===== src/rtl/brushless.sv =====
// Hall-commutated brushless motor phase driver with brake, hall-fault FSM and registered outputs.
// Optional: define HALL_SEQ_CHK_EN to also flag samples that break the 101-100-110-010-011-001 rotation order.
module brushless (
    input  logic        clk,
    input  logic        rst,
    input  logic        hallGrn,
    input  logic        hallYlw,
    input  logic        hallBlu,
    input  logic        brake_n,
    input  logic [11:0] drv_mag,
    input  logic        PWM_synch,
    output logic [10:0] duty,
    output logic [1:0]  selGrn,
    output logic [1:0]  selYlw,
    output logic [1:0]  selBlu,
    output logic        hall_fault
);

    localparam logic [0:0] RUN   = 1'b0;
    localparam logic [0:0] FAULT = 1'b1;

    logic [2:0]  r_hall_s1, r_hall_s2, r_rot;
    logic        r_brk_s1, r_brk_s2;
    logic [0:0]  r_state;
    logic        r_bad_cnt;
    logic [1:0]  r_good_cnt;
    logic        w_basic_ok, w_legal;
    logic [5:0]  w_sel;
    logic [10:0] w_duty;
    logic        w_fault;

    // Two-flop synchronizers; brake idles released so reset never looks like braking
    always_ff @(posedge clk or posedge rst) begin
        if (rst) begin
            r_hall_s1 <= 3'b000;
            r_hall_s2 <= 3'b000;
            r_brk_s1  <= 1'b1;
            r_brk_s2  <= 1'b1;
        end else begin
            r_hall_s1 <= {hallGrn, hallYlw, hallBlu};
            r_hall_s2 <= r_hall_s1;
            r_brk_s1  <= brake_n;
            r_brk_s2  <= r_brk_s1;
        end
    end

    assign w_basic_ok = (r_hall_s2 != 3'b000) && (r_hall_s2 != 3'b111);

`ifdef HALL_SEQ_CHK_EN
    logic [2:0] r_prev;
    logic       r_prev_vld;

    function automatic logic [2:0] seq_pos(input logic [2:0] h);
        case (h)
            3'b101:  seq_pos = 3'd0;
            3'b100:  seq_pos = 3'd1;
            3'b110:  seq_pos = 3'd2;
            3'b010:  seq_pos = 3'd3;
            3'b011:  seq_pos = 3'd4;
            3'b001:  seq_pos = 3'd5;
            default: seq_pos = 3'd7;
        endcase
    endfunction

    function automatic logic seq_step_ok(input logic [2:0] a, input logic [2:0] b);
        logic [2:0] pa, pb, na, nb;
        pa = seq_pos(a);
        pb = seq_pos(b);
        na = (pa == 3'd5) ? 3'd0 : pa + 3'd1;
        nb = (pb == 3'd5) ? 3'd0 : pb + 3'd1;
        seq_step_ok = (pa == nb) || (pb == na);
    endfunction

    assign w_legal = w_basic_ok &&
                     (!r_prev_vld || (r_hall_s2 == r_prev) || seq_step_ok(r_hall_s2, r_prev));

    // Reference follows every non-000/111 sample so a jump is judged against where the rotor last was
    always_ff @(posedge clk or posedge rst) begin
        if (rst) begin
            r_prev     <= 3'b000;
            r_prev_vld <= 1'b0;
        end else if (PWM_synch && w_basic_ok) begin
            r_prev     <= r_hall_s2;
            r_prev_vld <= 1'b1;
        end
    end
`else
    assign w_legal = w_basic_ok;
`endif

    always_ff @(posedge clk or posedge rst) begin
        if (rst) begin
            r_rot      <= 3'b000;
            r_state    <= RUN;
            r_bad_cnt  <= 1'b0;
            r_good_cnt <= 2'd0;
        end else if (PWM_synch) begin
            r_rot <= r_hall_s2;
            case (r_state)
                RUN: begin
                    if (!w_legal) begin
                        if (r_bad_cnt) begin
                            r_state    <= FAULT;
                            r_bad_cnt  <= 1'b0;
                            r_good_cnt <= 2'd0;
                        end else begin
                            r_bad_cnt <= 1'b1;
                        end
                    end else begin
                        r_bad_cnt <= 1'b0;
                    end
                end
                FAULT: begin
                    if (!w_legal) begin
                        r_good_cnt <= 2'd0;
                    end else if (r_good_cnt == 2'd3) begin
                        r_state    <= RUN;
                        r_good_cnt <= 2'd0;
                        r_bad_cnt  <= 1'b0;
                    end else begin
                        r_good_cnt <= r_good_cnt + 2'd1;
                    end
                end
                default: r_state <= RUN;
            endcase
        end
    end

    // Output decode: FAULT overrides brake, brake overrides commutation
    always_comb begin
        w_sel   = 6'b00_00_00;
        w_duty  = 11'h000;
        w_fault = 1'b0;
        if (r_state == FAULT) begin
            w_fault = 1'b1;
        end else if (!r_brk_s2) begin
            w_sel  = 6'b11_11_11;
            w_duty = 11'h600;
        end else begin
            w_duty = 11'h400 + {1'b0, drv_mag[11:2]};
            case (r_rot)
                3'b101:  w_sel = 6'b10_01_00;
                3'b100:  w_sel = 6'b10_00_01;
                3'b110:  w_sel = 6'b00_10_01;
                3'b010:  w_sel = 6'b01_10_00;
                3'b011:  w_sel = 6'b01_00_10;
                3'b001:  w_sel = 6'b00_01_10;
                default: w_sel = 6'b00_00_00;
            endcase
        end
    end

    always_ff @(posedge clk or posedge rst) begin
        if (rst) begin
            selGrn     <= 2'b00;
            selYlw     <= 2'b00;
            selBlu     <= 2'b00;
            duty       <= 11'h000;
            hall_fault <= 1'b0;
        end else begin
            selGrn     <= w_sel[5:4];
            selYlw     <= w_sel[3:2];
            selBlu     <= w_sel[1:0];
            duty       <= w_duty;
            hall_fault <= w_fault;
        end
    end

endmodule

===== config.mk =====
export PLATFORM = sky130hd
export DESIGN_NAME = brushless
export DESIGN_NICKNAME = d
export VERILOG_FILES = /design/src/rtl/brushless.sv
export SDC_FILE = /design/constraint.sdc
export NUM_CORES = 1
export LEC_CHECK = 0
export ABC_AREA = 1
export BUFFER_PORTS_ARGS = -buffer_cell sky130_fd_sc_hd__buf_2
export CAP_MARGIN = 20
export CORE_UTILIZATION = 47
export DETAILED_ROUTE_END_ITERATION = 8
export PLACE_DENSITY = 0.79
export SYNTH_ARGS = -nofsm -noshare
export SYNTH_HDL_FRONTEND = slang
export SYNTH_SLANG_ARGS = --single-unit

===== constraint.sdc =====
create_clock -name clk -period 1.6 [get_ports clk]
set_clock_uncertainty 0.15 [all_clocks]
set_input_delay 0.16 -clock clk [delete_from_list [all_inputs] [get_ports clk]]
set_output_delay 0.16 -clock clk [all_outputs]
set_load 0.02 [all_outputs]

==> results.tsv <==
stage	metric	value	unit
grt	Total Routing Usage GR	19.8	%
clocking	# hold bufs at CTS	15	
sta	Final Max Slew Viols	0	
sta	Max Clock Freq	801	MHz
sta	unrepaired setup endpoints after global routing	false	
floorplan	Die H	52.6	um
sta	Min Hold Slack	32.7	ps
pwr	Pleak	0.874	nW
drt	Post-Route WL	2.14	mm
grt	aggregate global routing overflow	0	
clocking	deepest clock path buffer count	2	
clocking	H-tree depth	2	
worst_setup_path	kind of start point of the critical path	flop	
floorplan	Chip Width	52.6	um
floorplan	# IOs	37	
worst_setup_path	CP max stage cell	dfrtp_1	
worst_setup_path	CP delay by family, top	simple AND/OR/NAND/NOR gates	
clocking	buffer count from post-CTS setup fixing	0	
worst_setup_path	Max FO, Critical Path	3	
clocking	CTS Buf Count	5	
clocking	Clock Latency Late Sink	320	ps
pwr	Max IR drop VDD	904	uV
worst_setup_path	CP peak stage delay	410	ps
clocking	CTS tree	yes	
logic_synthesis	synth warn	0	
sta	final period utilization	78.0	%
clocking	Clock Tree Root	clkbuf_4	
logic_synthesis	Syn Area/Cell	10.4	um^2
run	Max-cap violations	0	
worst_setup_path	WP buf/inv	0	
run_status	status	finished, final reports clean	
sta	final setup fails	0	
cells_and_area	fill count	168	
worst_setup_path	CP cell instances	ha_1 > nor2_1 > nand2_1 > nor2_1 > nand3_1 > nand2_1	
cells_and_area	fin nets	188	
sta	Slew @ Worst Pin	385	ps
grt	initial antenna violation count	0	
floorplan	starting density of the core	51.8	%
worst_setup_path	Worst R2R Start	r_good_cnt[0]	
drt	Vias/cell	4.77	
grt	vias in the first global route	907	
worst_setup_path	Req. time, crit path	1710	ps
min_path	Hold Path End	r_rot[2]	
worst_setup_path	worst r2r dst	r_good_cnt[0]	
floorplan	row count	17	
drt	post-route ant nets	0	
logic_synthesis	Synth top area share	64.6	%
grt	first-pass GRT wire length	3.76	mm
logic_synthesis	Seq cells post-synth	33	
logic_synthesis	synth top area cells	dfrtp_1, nand2_1, dfstp_2	
sta	final-report hold violation count	0	
place	# placed instances	174	
worst_setup_path	CP endpoint kind	flop	
cells_and_area	Area Overhead vs Synth	33.9	%
cells_and_area	antenna cells	0	
logic_synthesis	Unique masters post-synth	18	
drt	initial detailed-routing violation count	27	
drt	routed wire length per instance	10.9	um
cells_and_area	Finished Layout Cells	197	
logic_synthesis	Synth area leader	dfrtp_1	
pwr	Tot Pwr	0.00218	W
floorplan	core area	0.00232	mm^2
min_path	Hold Path Cell Cnt	2	
logic_synthesis	cell count after synthesis	115	
sta	setup_tns	0	ps
drt	met2 routed WL	1.19	mm
sta	Slew Limit Headroom	74.3	%
min_path	worst min path class	primary input to flop	
drt	met3 WL	140	um
logic_synthesis	Seq/Total Area, Yosys	69.0	%
clocking	Resize count post-CTS	0	
drt	detailed-route via count	940	
worst_setup_path	WP data arrival	1360	ps
drt	DRC	0	
pwr	P per Cell Area	1350	mW/mm^2
worst_setup_path	r2r worst-path depth	6	
drt	met1 wire length	798	um
drt	Max Used Layer	met4	
floorplan	die area	0.00276	mm^2
min_path	Hold Crit Start	PWM_synch	
place	post-DP HPWL	1.40	mm
logic_synthesis	Cell Area, Synth	0.00120	mm^2
grt	largest net degree at the start of global routing	34	
worst_setup_path	FF-to-FF setup slack	350	ps
sta	Final min period	1250	ps
worst_setup_path	critical path class	flop to flop	
clocking	Reg clk slew, reported paths	100	ps
logic_synthesis	Mapped Nets	135	
clocking	clk sinks	33	
drt	First-pass DRT Iterations	4	
place	RePlAce Congestion	0.689	
place	Port Buffers	34	
cells_and_area	share of cells above drive strength 1	29.0	%
flip-flops by register name, indices dropped and copies added, names as in the netlist:
signal / cells
selBlu: 2
r_hall_s1: 3
selYlw: 2
hall_fault: 1
r_bad_cnt: 1
r_state: 1
r_good_cnt: 2
r_hall_s2: 3
r_rot: 3
selGrn: 2
r_brk_s2: 1
duty: 11
r_brk_s1: 1
worst reg2reg max path: stages, from the launching register on:
cell and delay [ps]:
dfrtp_1 410, ha_1 210, nor2_1 100, nand2_1 70, nor2_1 110, nand3_1 90
nand2_1 70
worst max path at each step:
stage | from | to | depth (start not counted)
after floorplan | r_brk_s2 | duty[6] | 4
after global placement | r_good_cnt[0] | r_good_cnt[0] | 6
after detailed placement | r_good_cnt[0] | r_good_cnt[0] | 6
after CTS | r_good_cnt[0] | r_good_cnt[0] | 6
after global routing | r_good_cnt[0] | r_good_cnt[0] | 6
final | r_good_cnt[0] | r_good_cnt[0] | 6
cell families (layout without fill, tap and decap cells):
family                   count (synthesis)  count (layout)  synth area share [%]
AND/OR/NAND/NOR                         53              53                  18.0
flip-flops                              33              33                  69.0
buffers and inverters                   15              69                  5.94
AO/OA/AOI/OAI                           13              13                  6.04
adder cells (fa/ha/maj)                  1               1                  1.04
synthesized netlist by cell type:
library cell / number
dfrtp_1: 31
nand2_1: 31
inv_1: 10
buf_4: 1
o21ai_2: 1
buf_6: 1
nand3_1: 5
o21ai_0: 4
a21oi_1: 7
ha_1: 1
buf_2: 2
nand4_1: 2
nor2_1: 13
nand3b_1: 1
clkbuf_2: 1
a21oi_2: 1
nand2_2: 1
dfstp_2: 2
routing by layer:
layer	up-vias	track usage, %
li1	467	-
met1	440	22.5
met2	31	33.8
met3	2	7.83
met4	0	6.58
met5	-	0
per-stage QoR:
stage | cell area (um^2) | setup slack (ps) | util [%]
floorplan | 1200 | 477 | -
CTS | 1610 | 351 | 69.3
detailed placement | 1390 | 376 | 59.8
finish | 1610 | 352 | 69.3
global placement | 1390 | 436 | 59.8
global route | 1610 | 228 | 69.3
power by group:
part	internal [W]	leakage (nW)	total, W	switching (W)
Sequential	0.000993	0.416	0.00107	0.0000734
Clock	0.000254	0.0413	0.000508	0.000253
Combinational	0.000222	0.417	0.000601	0.000379
Total	0.00147	0.874	0.00218	0.000706
layout make-up:
| class | count | area, um^2 | share of cell area [%] |
|---|---|---|---|
| inverter | 10 | 37.5 | 2.33 |
| multi-input combinational | 67 | 302 | 18.8 |
| clock inverter | 1 | 5.00 | 0.311 |
| clock buffer | 7 | 65.1 | 4.05 |
| sequential | 33 | 828 | 51.5 |
| timing repair buffer | 51 | 335 | 20.9 |
| tap | 28 | 35.0 | 2.18 |
cell usage in the layout (no fill, tap or decap):
master and instances:
o21ai_0 4, nand3b_1 1, nand4_1 2, nand3_1 5
clkinv_2 1, a21oi_1 7, dfstp_2 2, nand2_2 1
clkbuf_4 5, a21oi_2 1, ha_1 1, buf_2 34
inv_1 10, dfrtp_1 31, nor2_1 13, clkbuf_8 2
buf_4 2, o21ai_2 1, nand2_1 31, dlygate4sd3_1 15
Note: power is estimated with default switching activity, not from simulation.
